$ cat config.mk
export PLATFORM = sky130hd
export DESIGN_NAME = decode_issue_unit_flat
export DESIGN_NICKNAME = d
export VERILOG_FILES = /design/src/rtl/decode_issue_unit_pkg.sv /design/src/rtl/decode_issue_unit_if.sv /design/src/rtl/decode_scoreboard.sv /design/src/rtl/decode_issue_unit.sv /design/src/flat_wrapper.sv
export SDC_FILE = /design/constraint.sdc
export NUM_CORES = 1
export LEC_CHECK = 0
export ABC_AREA = 0
export BUFFER_PORTS_ARGS = -buffer_cell sky130_fd_sc_hd__buf_2
export CAP_MARGIN = 20
export CORE_MARGIN = 2
export CORE_UTILIZATION = 50
export DETAILED_ROUTE_END_ITERATION = 8
export PLACE_DENSITY = 0.88
export SETUP_SLACK_MARGIN = 0.3
export SYNTH_ARGS = -nofsm -noshare
export SYNTH_HDL_FRONTEND = slang
export SYNTH_SLANG_ARGS = --single-unit
$ cat constraint.sdc
create_clock -name clk -period 10.15 [get_ports clk]
set_clock_uncertainty 0.15 [all_clocks]
set_input_delay 0.5075 -clock clk [delete_from_list [all_inputs] [get_ports clk]]
set_output_delay 0.5075 -clock clk [all_outputs]
set_load 0.05 [all_outputs]
$ cat src/rtl/decode_issue_unit_pkg.sv
// Shared types for the decode/issue slice.
// Contents:
//   opcode_t    - RV32 base opcodes recognised by the decoder
//   state_t     - decode/issue FSM states
//   imm_fmt_t   - immediate encoding formats
//   dec_t       - decoded view of one instruction word
//   form_imm    - builds the 32-bit sign-extended immediate for a format
//   decode_inst - full field/usage decode of one instruction word
package decode_issue_unit_pkg;

    typedef enum logic [6:0] {
        OPCODE_LOAD   = 7'h03,
        OPCODE_OP_IMM = 7'h13,
        OPCODE_AUIPC  = 7'h17,
        OPCODE_STORE  = 7'h23,
        OPCODE_OP     = 7'h33,
        OPCODE_LUI    = 7'h37,
        OPCODE_BRANCH = 7'h63,
        OPCODE_JALR   = 7'h67,
        OPCODE_JAL    = 7'h6F
    } opcode_t;

    typedef enum logic [2:0] {
        IDLE,
        HAZARD,
        READ,
        OUT,
        DRAIN
    } state_t;

    typedef enum logic [2:0] {
        FMT_I,
        FMT_S,
        FMT_B,
        FMT_U,
        FMT_J
    } imm_fmt_t;

    typedef struct packed {
        logic [6:0]  opcode;
        logic [2:0]  funct3;
        logic [6:0]  funct7;
        logic [4:0]  rs1;
        logic [4:0]  rs2;
        logic [4:0]  rd;
        logic        uses_rs1;
        logic        uses_rs2;
        logic        writes_rd;
        logic [31:0] imm;
    } dec_t;

    function automatic logic signed [31:0] form_imm(input logic [31:0] inst, input imm_fmt_t fmt);
        logic signed [31:0] imm;
        case (fmt)
            FMT_S:   imm = {{20{inst[31]}}, inst[31:25], inst[11:7]};
            FMT_B:   imm = {{19{inst[31]}}, inst[31], inst[7], inst[30:25], inst[11:8], 1'b0};
            FMT_U:   imm = {inst[31:12], 12'b0};
            FMT_J:   imm = {{11{inst[31]}}, inst[31], inst[19:12], inst[20], inst[30:21], 1'b0};
            default: imm = {{20{inst[31]}}, inst[31:20]};
        endcase
        return imm;
    endfunction

    function automatic dec_t decode_inst(input logic [31:0] inst);
        dec_t     d;
        opcode_t  op;
        imm_fmt_t fmt;
        d        = '0;
        op       = opcode_t'(inst[6:0]);
        fmt      = FMT_I;
        d.opcode = inst[6:0];
        d.rd     = inst[11:7];
        d.funct3 = inst[14:12];
        d.rs1    = inst[19:15];
        d.rs2    = inst[24:20];
        d.funct7 = inst[31:25];
        case (op)
            OPCODE_OP: begin
                d.uses_rs1  = 1'b1;
                d.uses_rs2  = 1'b1;
                d.writes_rd = 1'b1;
            end
            OPCODE_OP_IMM, OPCODE_LOAD, OPCODE_JALR: begin
                d.uses_rs1  = 1'b1;
                d.writes_rd = 1'b1;
            end
            OPCODE_STORE: begin
                d.uses_rs1 = 1'b1;
                d.uses_rs2 = 1'b1;
                fmt        = FMT_S;
            end
            OPCODE_BRANCH: begin
                d.uses_rs1 = 1'b1;
                d.uses_rs2 = 1'b1;
                fmt        = FMT_B;
            end
            OPCODE_LUI, OPCODE_AUIPC: begin
                d.writes_rd = 1'b1;
                fmt         = FMT_U;
            end
            OPCODE_JAL: begin
                d.writes_rd = 1'b1;
                fmt         = FMT_J;
            end
            default: ;
        endcase
        // x0 is hardwired, so a write to it never creates a dependency
        d.writes_rd = d.writes_rd && (d.rd != 5'd0);
        d.imm       = form_imm(inst, fmt);
        return d;
    endfunction

endpackage

$ cat src/rtl/decode_issue_unit_if.sv
// Bus bundle between fetch, register file, writeback, execute and the
// decode/issue unit.
//   fetch : in_valid, in_ready, in_inst, in_pc, flush
//   rf    : rf_req_en/rf_req_addr (per port), rf_rsp_done/rf_rsp_data (per port)
//   wb    : wb_valid, wb_rd
//   issue : out_valid, out_ready, out_pc, out_opcode, out_funct3, out_funct7,
//           out_rs1, out_rs2, out_rd, out_imm, out_rs1_data, out_rs2_data
//   stat  : stall_cnt
// slave is the decode unit's view, master the surrounding pipeline's view.
interface decode_issue_unit_if #(
    parameter int XLEN  = 32,
    parameter int NREG  = 32,
    parameter int CNT_W = 16
);
    localparam int AW = $clog2(NREG);

    logic                 in_valid;
    logic                 in_ready;
    logic [31:0]          in_inst;
    logic [XLEN-1:0]      in_pc;
    logic                 flush;

    logic [1:0]           rf_req_en;
    logic [1:0][AW-1:0]   rf_req_addr;
    logic [1:0]           rf_rsp_done;
    logic [1:0][XLEN-1:0] rf_rsp_data;

    logic                 wb_valid;
    logic [AW-1:0]        wb_rd;

    logic                 out_valid;
    logic                 out_ready;
    logic [XLEN-1:0]      out_pc;
    logic [6:0]           out_opcode;
    logic [2:0]           out_funct3;
    logic [6:0]           out_funct7;
    logic [AW-1:0]        out_rs1;
    logic [AW-1:0]        out_rs2;
    logic [AW-1:0]        out_rd;
    logic [XLEN-1:0]      out_imm;
    logic [XLEN-1:0]      out_rs1_data;
    logic [XLEN-1:0]      out_rs2_data;
    logic [CNT_W-1:0]     stall_cnt;

    modport slave (
        input  in_valid, in_inst, in_pc, flush,
        output in_ready,
        output rf_req_en, rf_req_addr,
        input  rf_rsp_done, rf_rsp_data,
        input  wb_valid, wb_rd,
        input  out_ready,
        output out_valid, out_pc, out_opcode, out_funct3, out_funct7,
        output out_rs1, out_rs2, out_rd, out_imm, out_rs1_data, out_rs2_data,
        output stall_cnt
    );

    modport master (
        output in_valid, in_inst, in_pc, flush,
        input  in_ready,
        input  rf_req_en, rf_req_addr,
        output rf_rsp_done, rf_rsp_data,
        output wb_valid, wb_rd,
        output out_ready,
        input  out_valid, out_pc, out_opcode, out_funct3, out_funct7,
        input  out_rs1, out_rs2, out_rd, out_imm, out_rs1_data, out_rs2_data,
        input  stall_cnt
    );
endinterface

$ cat src/rtl/decode_scoreboard.sv
// Register busy-bit scoreboard.
// Ports:
//   clk, rst            - clock, asynchronous active-high reset
//   set_en, set_addr    - mark a register as having a pending write (issue)
//   clr_en, clr_addr    - retire a pending write (writeback)
//   q1_addr, q2_addr    - source registers to query
//   q1_busy, q2_busy    - query results, with same-cycle writeback bypass
module decode_scoreboard #(
    parameter int NREG = 32,
    parameter int AW   = $clog2(NREG)
) (
    input  logic          clk,
    input  logic          rst,
    input  logic          set_en,
    input  logic [AW-1:0] set_addr,
    input  logic          clr_en,
    input  logic [AW-1:0] clr_addr,
    input  logic [AW-1:0] q1_addr,
    input  logic [AW-1:0] q2_addr,
    output logic          q1_busy,
    output logic          q2_busy
);
    logic [NREG-1:0] busy_q;
    logic [NREG-1:0] busy_d;

    // Set is applied after clear so a same-cycle set/clear leaves the bit set.
    always_comb begin
        busy_d = busy_q;
        for (int i = 0; i < NREG; i++) begin
            if (clr_en && clr_addr == AW'(i)) busy_d[i] = 1'b0;
            if (set_en && set_addr == AW'(i)) busy_d[i] = 1'b1;
        end
        busy_d[0] = 1'b0;
    end

    always_ff @(posedge clk or posedge rst) begin
        if (rst) busy_q <= '0;
        else     busy_q <= busy_d;
    end

    // A register being retired this cycle is already safe to read.
    always_comb begin
        q1_busy = 1'b0;
        q2_busy = 1'b0;
        for (int i = 1; i < NREG; i++) begin
            if (q1_addr == AW'(i)) q1_busy = busy_q[i];
            if (q2_addr == AW'(i)) q2_busy = busy_q[i];
        end
        if (clr_en && clr_addr == q1_addr) q1_busy = 1'b0;
        if (clr_en && clr_addr == q2_addr) q2_busy = 1'b0;
    end
endmodule

$ cat src/rtl/decode_issue_unit.sv
// Single-entry decode and issue stage.
// Accepts one instruction from fetch, waits out register hazards against the
// scoreboard, reads its source operands from a variable-latency register
// file and presents the decoded instruction to execute.
// Ports:
//   clk  - clock, rising edge
//   rst  - asynchronous active-high reset
//   bus  - decode_issue_unit_if.slave: fetch, regfile, writeback, issue, stall_cnt
module decode_issue_unit
    import decode_issue_unit_pkg::*;
#(
    parameter int XLEN  = 32,
    parameter int NREG  = 32,
    parameter int CNT_W = 16
) (
    input logic                clk,
    input logic                rst,
    decode_issue_unit_if.slave bus
);
    localparam int AW = $clog2(NREG);

    state_t               state_q;
    state_t               state_d;
    logic [31:0]          buf_inst;
    logic [XLEN-1:0]      buf_pc;
    dec_t                 dec;
    logic [AW-1:0]        rs1;
    logic [AW-1:0]        rs2;
    logic [AW-1:0]        rd;
    logic signed [31:0]   imm32;
    logic signed [XLEN-1:0] imm_ext;
    logic [1:0]           need;
    logic [1:0]           done_q;
    logic [1:0][XLEN-1:0] data_q;
    logic [1:0]           done_now;
    logic                 all_done;
    logic                 busy_rs1;
    logic                 busy_rs2;
    logic                 hazard;
    logic                 accept;
    logic                 issue;
    logic                 req_fire;
    logic                 load_out;
    logic                 sb_set;
    logic [XLEN-1:0]      rs1_val;
    logic [XLEN-1:0]      rs2_val;

    function automatic logic [CNT_W-1:0] sat_inc(input logic [CNT_W-1:0] v);
        return (&v) ? v : v + 1'b1;
    endfunction

    assign dec     = decode_inst(buf_inst);
    assign rs1     = AW'(dec.rs1);
    assign rs2     = AW'(dec.rs2);
    assign rd      = AW'(dec.rd);
    assign imm32   = dec.imm;
    assign imm_ext = XLEN'(imm32);
    assign need    = {dec.uses_rs2, dec.uses_rs1};

    // A port is finished if it was never requested, already answered, or answers now.
    assign done_now = done_q | bus.rf_rsp_done | ~need;
    assign all_done = &done_now;

    assign hazard   = (dec.uses_rs1 && busy_rs1) || (dec.uses_rs2 && busy_rs2);
    assign accept   = bus.in_valid && bus.in_ready;
    assign issue    = (state_q == OUT) && bus.out_ready && !bus.flush;
    assign req_fire = (state_q == HAZARD) && !hazard && !bus.flush;
    assign load_out = (state_q == READ) && all_done && !bus.flush;
    assign sb_set   = issue && dec.writes_rd;

    assign rs1_val = !need[0] ? '0 : (done_q[0] ? data_q[0] : bus.rf_rsp_data[0]);
    assign rs2_val = !need[1] ? '0 : (done_q[1] ? data_q[1] : bus.rf_rsp_data[1]);

    decode_scoreboard #(
        .NREG (NREG),
        .AW   (AW)
    ) u_sb (
        .clk      (clk),
        .rst      (rst),
        .set_en   (sb_set),
        .set_addr (rd),
        .clr_en   (bus.wb_valid),
        .clr_addr (bus.wb_rd),
        .q1_addr  (rs1),
        .q2_addr  (rs2),
        .q1_busy  (busy_rs1),
        .q2_busy  (busy_rs2)
    );

    always_ff @(posedge clk or posedge rst) begin
        if (rst) state_q <= IDLE;
        else     state_q <= state_d;
    end

    always_comb begin
        state_d = state_q;
        case (state_q)
            IDLE: begin
                if (accept) state_d = HAZARD;
            end
            HAZARD: begin
                if (bus.flush)   state_d = IDLE;
                else if (!hazard) state_d = READ;
            end
            READ: begin
                if (all_done)       state_d = bus.flush ? IDLE : OUT;
                else if (bus.flush) state_d = DRAIN;
            end
            OUT: begin
                if (bus.flush)          state_d = IDLE;
                else if (bus.out_ready) state_d = accept ? HAZARD : IDLE;
            end
            DRAIN: begin
                if (all_done) state_d = IDLE;
            end
            default: state_d = IDLE;
        endcase
    end

    always_comb begin
        bus.in_ready       = !bus.flush &&
                             ((state_q == IDLE) || ((state_q == OUT) && bus.out_ready));
        bus.out_valid      = (state_q == OUT);
        bus.rf_req_en      = req_fire ? need : 2'b00;
        bus.rf_req_addr[0] = bus.rf_req_en[0] ? rs1 : '0;
        bus.rf_req_addr[1] = bus.rf_req_en[1] ? rs2 : '0;
    end

    always_ff @(posedge clk or posedge rst) begin
        if (rst) begin
            buf_inst <= '0;
            buf_pc   <= '0;
        end else if (accept) begin
            buf_inst <= bus.in_inst;
            buf_pc   <= bus.in_pc;
        end
    end

    // Per-port response capture; responses outside READ/DRAIN are stale and dropped.
    always_ff @(posedge clk or posedge rst) begin
        if (rst) begin
            done_q <= '0;
            data_q <= '0;
        end else if (req_fire) begin
            done_q <= '0;
        end else if ((state_q == READ) || (state_q == DRAIN)) begin
            for (int i = 0; i < 2; i++) begin
                if (bus.rf_rsp_done[i]) begin
                    done_q[i] <= 1'b1;
                    data_q[i] <= bus.rf_rsp_data[i];
                end
            end
        end
    end

    always_ff @(posedge clk or posedge rst) begin
        if (rst) begin
            bus.out_pc       <= '0;
            bus.out_opcode   <= '0;
            bus.out_funct3   <= '0;
            bus.out_funct7   <= '0;
            bus.out_rs1      <= '0;
            bus.out_rs2      <= '0;
            bus.out_rd       <= '0;
            bus.out_imm      <= '0;
            bus.out_rs1_data <= '0;
            bus.out_rs2_data <= '0;
        end else if (load_out) begin
            bus.out_pc       <= buf_pc;
            bus.out_opcode   <= dec.opcode;
            bus.out_funct3   <= dec.funct3;
            bus.out_funct7   <= dec.funct7;
            bus.out_rs1      <= rs1;
            bus.out_rs2      <= rs2;
            bus.out_rd       <= rd;
            bus.out_imm      <= imm_ext;
            bus.out_rs1_data <= rs1_val;
            bus.out_rs2_data <= rs2_val;
        end
    end

    always_ff @(posedge clk or posedge rst) begin
        if (rst)                                          bus.stall_cnt <= '0;
        else if ((state_q == HAZARD) && hazard && !bus.flush) bus.stall_cnt <= sat_inc(bus.stall_cnt);
    end
endmodule
$ cat src/flat_wrapper.sv
// flat-port wrapper written by rule: the top's interface ports become plain ports
module decode_issue_unit_flat import decode_issue_unit_pkg::*;
#(
    parameter int XLEN  = 32,
    parameter int NREG  = 32,
    parameter int CNT_W = 16
)
  (clk, rst, bus_in_valid, bus_in_inst, bus_in_pc, bus_flush, bus_in_ready, bus_rf_req_en, bus_rf_req_addr, bus_rf_rsp_done, bus_rf_rsp_data, bus_wb_valid, bus_wb_rd, bus_out_ready, bus_out_valid, bus_out_pc, bus_out_opcode, bus_out_funct3, bus_out_funct7, bus_out_rs1, bus_out_rs2, bus_out_rd, bus_out_imm, bus_out_rs1_data, bus_out_rs2_data, bus_stall_cnt);
  decode_issue_unit_if #(.XLEN(XLEN), .NREG(NREG), .CNT_W(CNT_W)) bus_i ();
  input logic clk;
  input logic rst;
  input wire logic [$bits(bus_i.in_valid)-1:0] bus_in_valid;
  input wire logic [$bits(bus_i.in_inst)-1:0] bus_in_inst;
  input wire logic [$bits(bus_i.in_pc)-1:0] bus_in_pc;
  input wire logic [$bits(bus_i.flush)-1:0] bus_flush;
  output wire logic [$bits(bus_i.in_ready)-1:0] bus_in_ready;
  output wire logic [$bits(bus_i.rf_req_en)-1:0] bus_rf_req_en;
  output wire logic [$bits(bus_i.rf_req_addr)-1:0] bus_rf_req_addr;
  input wire logic [$bits(bus_i.rf_rsp_done)-1:0] bus_rf_rsp_done;
  input wire logic [$bits(bus_i.rf_rsp_data)-1:0] bus_rf_rsp_data;
  input wire logic [$bits(bus_i.wb_valid)-1:0] bus_wb_valid;
  input wire logic [$bits(bus_i.wb_rd)-1:0] bus_wb_rd;
  input wire logic [$bits(bus_i.out_ready)-1:0] bus_out_ready;
  output wire logic [$bits(bus_i.out_valid)-1:0] bus_out_valid;
  output wire logic [$bits(bus_i.out_pc)-1:0] bus_out_pc;
  output wire logic [$bits(bus_i.out_opcode)-1:0] bus_out_opcode;
  output wire logic [$bits(bus_i.out_funct3)-1:0] bus_out_funct3;
  output wire logic [$bits(bus_i.out_funct7)-1:0] bus_out_funct7;
  output wire logic [$bits(bus_i.out_rs1)-1:0] bus_out_rs1;
  output wire logic [$bits(bus_i.out_rs2)-1:0] bus_out_rs2;
  output wire logic [$bits(bus_i.out_rd)-1:0] bus_out_rd;
  output wire logic [$bits(bus_i.out_imm)-1:0] bus_out_imm;
  output wire logic [$bits(bus_i.out_rs1_data)-1:0] bus_out_rs1_data;
  output wire logic [$bits(bus_i.out_rs2_data)-1:0] bus_out_rs2_data;
  output wire logic [$bits(bus_i.stall_cnt)-1:0] bus_stall_cnt;
  assign bus_i.in_valid = bus_in_valid;
  assign bus_i.in_inst = bus_in_inst;
  assign bus_i.in_pc = bus_in_pc;
  assign bus_i.flush = bus_flush;
  assign bus_in_ready = bus_i.in_ready;
  assign bus_rf_req_en = bus_i.rf_req_en;
  assign bus_rf_req_addr = bus_i.rf_req_addr;
  assign bus_i.rf_rsp_done = bus_rf_rsp_done;
  assign bus_i.rf_rsp_data = bus_rf_rsp_data;
  assign bus_i.wb_valid = bus_wb_valid;
  assign bus_i.wb_rd = bus_wb_rd;
  assign bus_i.out_ready = bus_out_ready;
  assign bus_out_valid = bus_i.out_valid;
  assign bus_out_pc = bus_i.out_pc;
  assign bus_out_opcode = bus_i.out_opcode;
  assign bus_out_funct3 = bus_i.out_funct3;
  assign bus_out_funct7 = bus_i.out_funct7;
  assign bus_out_rs1 = bus_i.out_rs1;
  assign bus_out_rs2 = bus_i.out_rs2;
  assign bus_out_rd = bus_i.out_rd;
  assign bus_out_imm = bus_i.out_imm;
  assign bus_out_rs1_data = bus_i.out_rs1_data;
  assign bus_out_rs2_data = bus_i.out_rs2_data;
  assign bus_stall_cnt = bus_i.stall_cnt;
  decode_issue_unit #(.XLEN(XLEN), .NREG(NREG), .CNT_W(CNT_W)) u_core (.clk(clk), .rst(rst), .bus(bus_i));
endmodule
Yosys cells after proc, flatten, opt, wreduce, memory -nomap -nowiden. Index checks and enable logic that the tools add are counted.

Output and inout bits: 190. Word-level logic and storage cells: 487. Register bits after elaboration: 340.

Add/subtract/negate cells: 1. Equal/unequal tests: 148. Reduce and logical (&&, ||, !) cells: 131. Muxes and demuxes: 153. Bitwise operators: 5.

Operator list (count): $eq A5 B5 Y1 const B (64); $eq A5 B4 Y1 const B (32); $mux W1 (132); $mux W32 (4); $pmux W31 S4 (1); $eq A5 B3 Y1 const B (16); $logic_and A1 B1 Y1 (78); $reduce_bool A2 Y1 (34); $eq A5 B2 Y1 const B (8); $mux W3 (8); $eq A7 B6 Y1 const B (3); $eq A7 B7 Y1 const B (3); $eq A5 B1 Y1 const B (4); $add A16 B1 Y16 const B (1); $reduce_and A16 Y1 (1); $pmux W3 S5 (1); $eq A7 B5 Y1 const B (2); $eq A3 B2 Y1 const B (4); $pmux W3 S4 (1); $eq A5 B5 Y1 (2); $mux W5 (2); $mux W2 (4); $reduce_and A2 Y1 (4); $eq A7 B2 Y1 const B (1); 18 further kinds (28).

Longest topological paths before layout.
Word-level depth: 40. Gate-level depth with buffers: 12.

Hierarchy. Synthesis repeated with hierarchy kept, for this count alone.

Cell total of the unflattened synthesis: 1272. Area total of the unflattened synthesis: 15596.2 µm².

Modules (own cells, without submodules): decode_issue_unit (cells an instance 980, instances 1, area each 13212.7 µm², sequential area each 7707.4 µm²); decode_scoreboard (cells an instance 292, instances 1, area each 2383.5 µm², sequential area each 775.7 µm²).

Worst setup path before layout. No wires, ideal clock.

Path type: register to output. From: register u_core.buf_inst[15]. To: output port bus_rf_req_addr[7]. Buffers on the path: 1. Cell stages (with the launch flop): 10. Data required time: 9493 ps. Slack: 5942 ps. Arrival time: 3551 ps. Path through: dfrtp_1 buf_2 mux4_2 nand2b_1 a221oi_1 o22ai_1 o31ai_1 o211ai_1 nor3_1 and2_1.

Word-level cells in the longest chain between the ends: 40. Elaborated cells between the ends (all ways): 72. Those cells by class: eq/ne: 32; mux: 34; reduce/logical: 6.

Ends and longest elaborated chain: from (decl) (line decode_issue_unit.sv:24) `logic [31:0] buf_inst;`; from (signal assigned) (line decode_issue_unit.sv:134) `buf_inst <= bus.in_inst;`; $eq A5 B1 Y1 (line decode_scoreboard.sv:46) `if (q1_addr == AW'(i)) q1_busy = busy_q[i];`; $mux W1 (31 in series) (line decode_scoreboard.sv:46); $mux W1 (*) (line decode_scoreboard.sv:49) `if (clr_en && clr_addr == q1_addr) q1_busy = 1'b0;`; $logic_and A1 B1 Y1 (*) (line decode_issue_unit.sv:64) `assign hazard = (dec.uses_rs1 && busy_rs1) || (dec.uses_rs2 && busy_rs2);`; $logic_or A1 B1 Y1 (*) (line decode_issue_unit.sv:64); $logic_not A1 Y1 (*) (line decode_issue_unit.sv:67) `assign req_fire = (state_q == HAZARD) && !hazard && !bus.flush;`; $logic_and A1 B1 Y1 (*) (2 in series) (line decode_issue_unit.sv:67); $mux W2 (*) (line decode_issue_unit.sv:124) `bus.rf_req_en = req_fire ? need : 2'b00;`; via bus_rf_req_en[1] (line flat_wrapper.sv:17) `output wire logic [$bits(bus_i.rf_req_en)-1:0] bus_rf_req_en;`; $mux W5 (*) (line decode_issue_unit.sv:126) `bus.rf_req_addr[1] = bus.rf_req_en[1] ? rs2 : '0;`; to (decl) (line flat_wrapper.sv:18) `output wire logic [$bits(bus_i.rf_req_addr)-1:0] bus_rf_req_addr;`.

Mark *: on every way through the listed nets, which the timed path passes. The rest lies on a longest branch.

Worst setup path in the final report.
From: register u_core.buf_inst[15]. To: output port bus_rf_req_addr[5].

Word-level cells in the longest chain between the ends: 40. Elaborated cells between the ends (all ways): 72. Those cells by class: eq/ne: 32; mux: 34; reduce/logical: 6.

Ends and longest elaborated chain (line): $eq A5 B1 Y1 (decode_scoreboard.sv:46); $mux W1 (31 in series) (decode_scoreboard.sv:46); $mux W1 (*) (decode_scoreboard.sv:49); $logic_and A1 B1 Y1 (*) (decode_issue_unit.sv:64); $logic_or A1 B1 Y1 (*) (decode_issue_unit.sv:64); $logic_not A1 Y1 (*) (decode_issue_unit.sv:67); $logic_and A1 B1 Y1 (*) (2 in series) (decode_issue_unit.sv:67); $mux W2 (*) (decode_issue_unit.sv:124); $mux W5 (*) (decode_issue_unit.sv:126).

Every way passes the cells marked *; elsewhere a longest branch is shown, timed or not.

==> out/results.tsv <==
metric	value	unit
Net Sw Frac	0.452	
Slowest-stage cell, CP	dfrtp_1	
Clock power frac	0.204	
critical-path cell list	mux4_2 > nand2b_1 > a221oi_1 > o22ai_1 > o31ai_1 > o211ai_1 > nor4_1 > buf_2	
Nets	1884	
RSZ-0062 raised after global routing	no	
cell taking the most area after synthesis	dfrtp_1	
r2r worst-path depth	8	
Seq cells post-synth	339	
Iteration-0 DRC Markers	1154	
Worst EP required	9490	ps
H-tree depth	2	
Leak Pwr	8.95	nW
asr flop ratio synth	1.00	
Simple-Gate Fraction of Synth Area	0.149	
Seq/Total Area, Yosys	0.548	
die area	32400	um2
final cycle utilization of the critical path	0.498	
Net Sw Power	0.00282	W
crit path DAT	4400	ps
Residual DRC	0	
CTS hold repair buffers	0	
EDFF count, synth	0	
f_max	0.198	GHz
fin crit period	5060	ps
Filler cells	2377	
Setup CP Type	register to output port	
Reg area	8490	um2
Mapped Avg Cell Area	10.6	um2
worst-path fanout max	28	
Core ar.	30500	um2
power per cell area	336	nW/um2
# placed instances	2098	
Layout Area Growth over Synthesis	19.9	%
internal power	0.00342	W
Mapped Area	15500	um2
Final Hold Violating Endpoints	0	
initial antenna violation count	8	
Post-synth top cells	dfrtp_1 (339), nand2_1 (297), mux2_2 (130)	
Seq pwr share	0.376	
Primary FF master, synth	dfrtp_1	
CTS tree	built	
origin of the worst min-delay path	bus_in_inst[14]	
slew margin rel.	0.244	
multi-input logic area	6540	um2
DR vias/cell	5.84	
status	finished clean	
# clock sinks	339	
CP peak stage delay	910	ps
Worst-path clk slew	60	ps
worst path bufs/invs	1	
ranking of synthesized cells by area	dfrtp_1 (55%), mux2_2 (9.5%), nand2_1 (7.2%), mux2i_1 (4.4%), o21ai_0 (3.5%)	
Critical Path Source	u_core.buf_inst[15]	
Post-Synth Adder-Cell Area	0.000808	
post-synthesis cell count	1463	
RePlAce Congestion	0.957	
worst skew pair latency	510	ps
Die Wd	180	um
Stages on worst setup path	8	
Buffers on Ports	330	
Crit Reg-Reg Startpoint	u_core.buf_inst[16]	
Top Ports	331	
vias	12700	
crit start category	register	
Die Span Y	180	um
setup violators final	0	
final non-filler cell total	2169	
CP Capture Type	output port	
compound-cell area share of the yosys netlist	0.115	
Num CTS Buffers	37	
Post-DRT Antenna Nets	0	
DP HPWL	31.1	mm
Yosys warning count	0	
effective utilization at floorplan	0.508	
Top delay family on crit path	compound AO/OA/AOI/OAI gates	
Post-CTS Setup Repair Bufs	0	
layout cells sized above 1	0.318	
largest family of logic cells by synthesized area	simple AND/OR/NAND/NOR gates	
mux cell area share after synthesis	0.141	
Max Cap Viol	0	
vias in the first global route	12800	
Clock Path Buffers	3	
setup TNS	0	ps
grt ovf	0	
Worst Hold Class	primary input to register	
synth unique cells	70	
pin count of the biggest net entering global routing	190	
drt total wl	45.4	mm
drt first pass iters	7	
Routed wire per std cell	20.9	um
root buf cell	clkbuf_16	
post-CTS sizing	0	
logic gate share of total power	0.421	
Synth Area in XOR/XNOR	0.0136	
num rows	64	
post-synth top area share	0.548	
Net Count, Synth	1605	
GR Util All Layers	0.277	
first-pass GRT wire length	71.5	mm
cell depth of the worst hold path	2	
worst vdd ir	0.245	mV
Worst Tran Pin Value	1130	ps
most common cell in the synthesized netlist	dfrtp_1	
final-report max-slew violation count	0	
## worst reg2reg max path, delay by kind of cell (launching register included)
family,cells,cell delay (ps)
buffers and inverters,1,330
AO/OA/AOI/OAI,4,1510
multiplexers,1,360
flip-flops,1,950
AND/OR/NAND/NOR,2,310
## path summary, 6_finish.rpt
check                                                to  slack (ps)
worst max-delay path                 bus_rf_req_addr[5]        5090
worst min-delay path                u_core.buf_inst[14]          70
worst min register to register    u_core.bus.out_imm[6]         310
worst max register to register  u_core.bus.stall_cnt[1]        6420
max in group asynchronous             u_core.buf_pc[17]        8040
min in group asynchronous       u_core.bus.stall_cnt[7]          80
## state kept, by name (all words and copies together) (netlist names)
register,flops
u_core.bus.out_funct3,3
u_core.state_q,3
u_core.bus.out_rs1_data,32
u_core.buf_inst,32
u_core.bus.out_rd,5
u_core.bus.stall_cnt,16
u_core.buf_pc,32
u_core.bus.out_opcode,7
u_core.bus.out_rs2_data,32
u_core.bus.out_pc,32
u_core.bus.out_imm,31
u_core.data_q,64
u_core.u_sb.busy_q,31
u_core.bus.out_rs2,5
u_core.bus.out_rs1,5
u_core.bus.out_funct7,7
u_core.done_q,2
## power groups by stage
stage          clock, W  sequential, W  combinational (W)
2_1_floorplan         0        0.00297            0.00126
3_3_place_gp          0        0.00231            0.00255
3_5_place_dp          0        0.00234            0.00261
4_1_cts         0.00129        0.00233            0.00262
5_1_grt         0.00135        0.00241            0.00280
6_report        0.00127        0.00234            0.00262
## final cells by class
type / instances / area share
flip-flops and latches: 339 / 0.457
multi-input cells: 999 / 0.352
repair buffers: 347 / 0.0976
clock buffers: 51 / 0.0571
well taps: 396 / 0.0267
clock inverters: 11 / 0.00425
inverters: 18 / 0.00384
diodes: 8 / 0.00108
## routing by layer
| metal | global-route usage | share of wire | vias to the layer above | wire [um] |
|---|---|---|---|---|
| met1 | 0.360 | 0.40 | 6259 | 18200 |
| met4 | 0.113 | 0.042 | 2 | 1920 |
| met3 | 0.0713 | 0.091 | 112 | 4120 |
| met2 | 0.445 | 0.47 | 607 | 21200 |
| met5 | 0 | 0.00015 | - | 7 |
| li1 | - | - | 5696 | - |
## metrics by stage
stage          utilization  worst slack (ps)  instance area (um2)  total power [W]  hold WS (ps)
6_report             0.609              5090                18600          0.00623          70.4
5_1_grt              0.608              4850                18600          0.00656          56.8
4_1_cts              0.607              5170                18500          0.00625          50.6
3_5_place_dp         0.570              5780                17400          0.00495           301
3_3_place_gp         0.570              5910                17400          0.00486           290
2_1_floorplan            -              4960                15500          0.00422           283
## cells in the final DEF, fill, tap and decap left out, drive strengths merged, types with 4 or more instances in the layout
master,n
a211o,4
a211oi,11
a21oi,35
a221oi,6
a31oi,6
and2,9
and3,11
buf,347
clkbuf,51
clkinv,9
dfrtp,339
diode,8
inv,18
mux2,132
mux2i,68
nand2,297
nand2b,29
nand3,27
nand3b,12
nand4,12
nand4b,4
nor2,35
nor2b,10
nor3,13
nor4,13
o211ai,5
o21ai,108
o22ai,4
o31ai,66
or2,7
or3b,4
xnor2,16
xor2,8
## logic make-up (layout without fill, tap and decap cells)
| logic type | count (synthesis) | count (layout) |
|---|---|---|
| simple gates | 497 | 497 |
| flops | 339 | 339 |
| compound gates | 276 | 276 |
| mux | 201 | 201 |
| buf+inv | 125 | 427 |
| xor+xnor | 24 | 24 |
| fa+ha+maj | 1 | 1 |
| other cells | 0 | 8 |
No activity file was read; power rests on OpenSTA's default activity.
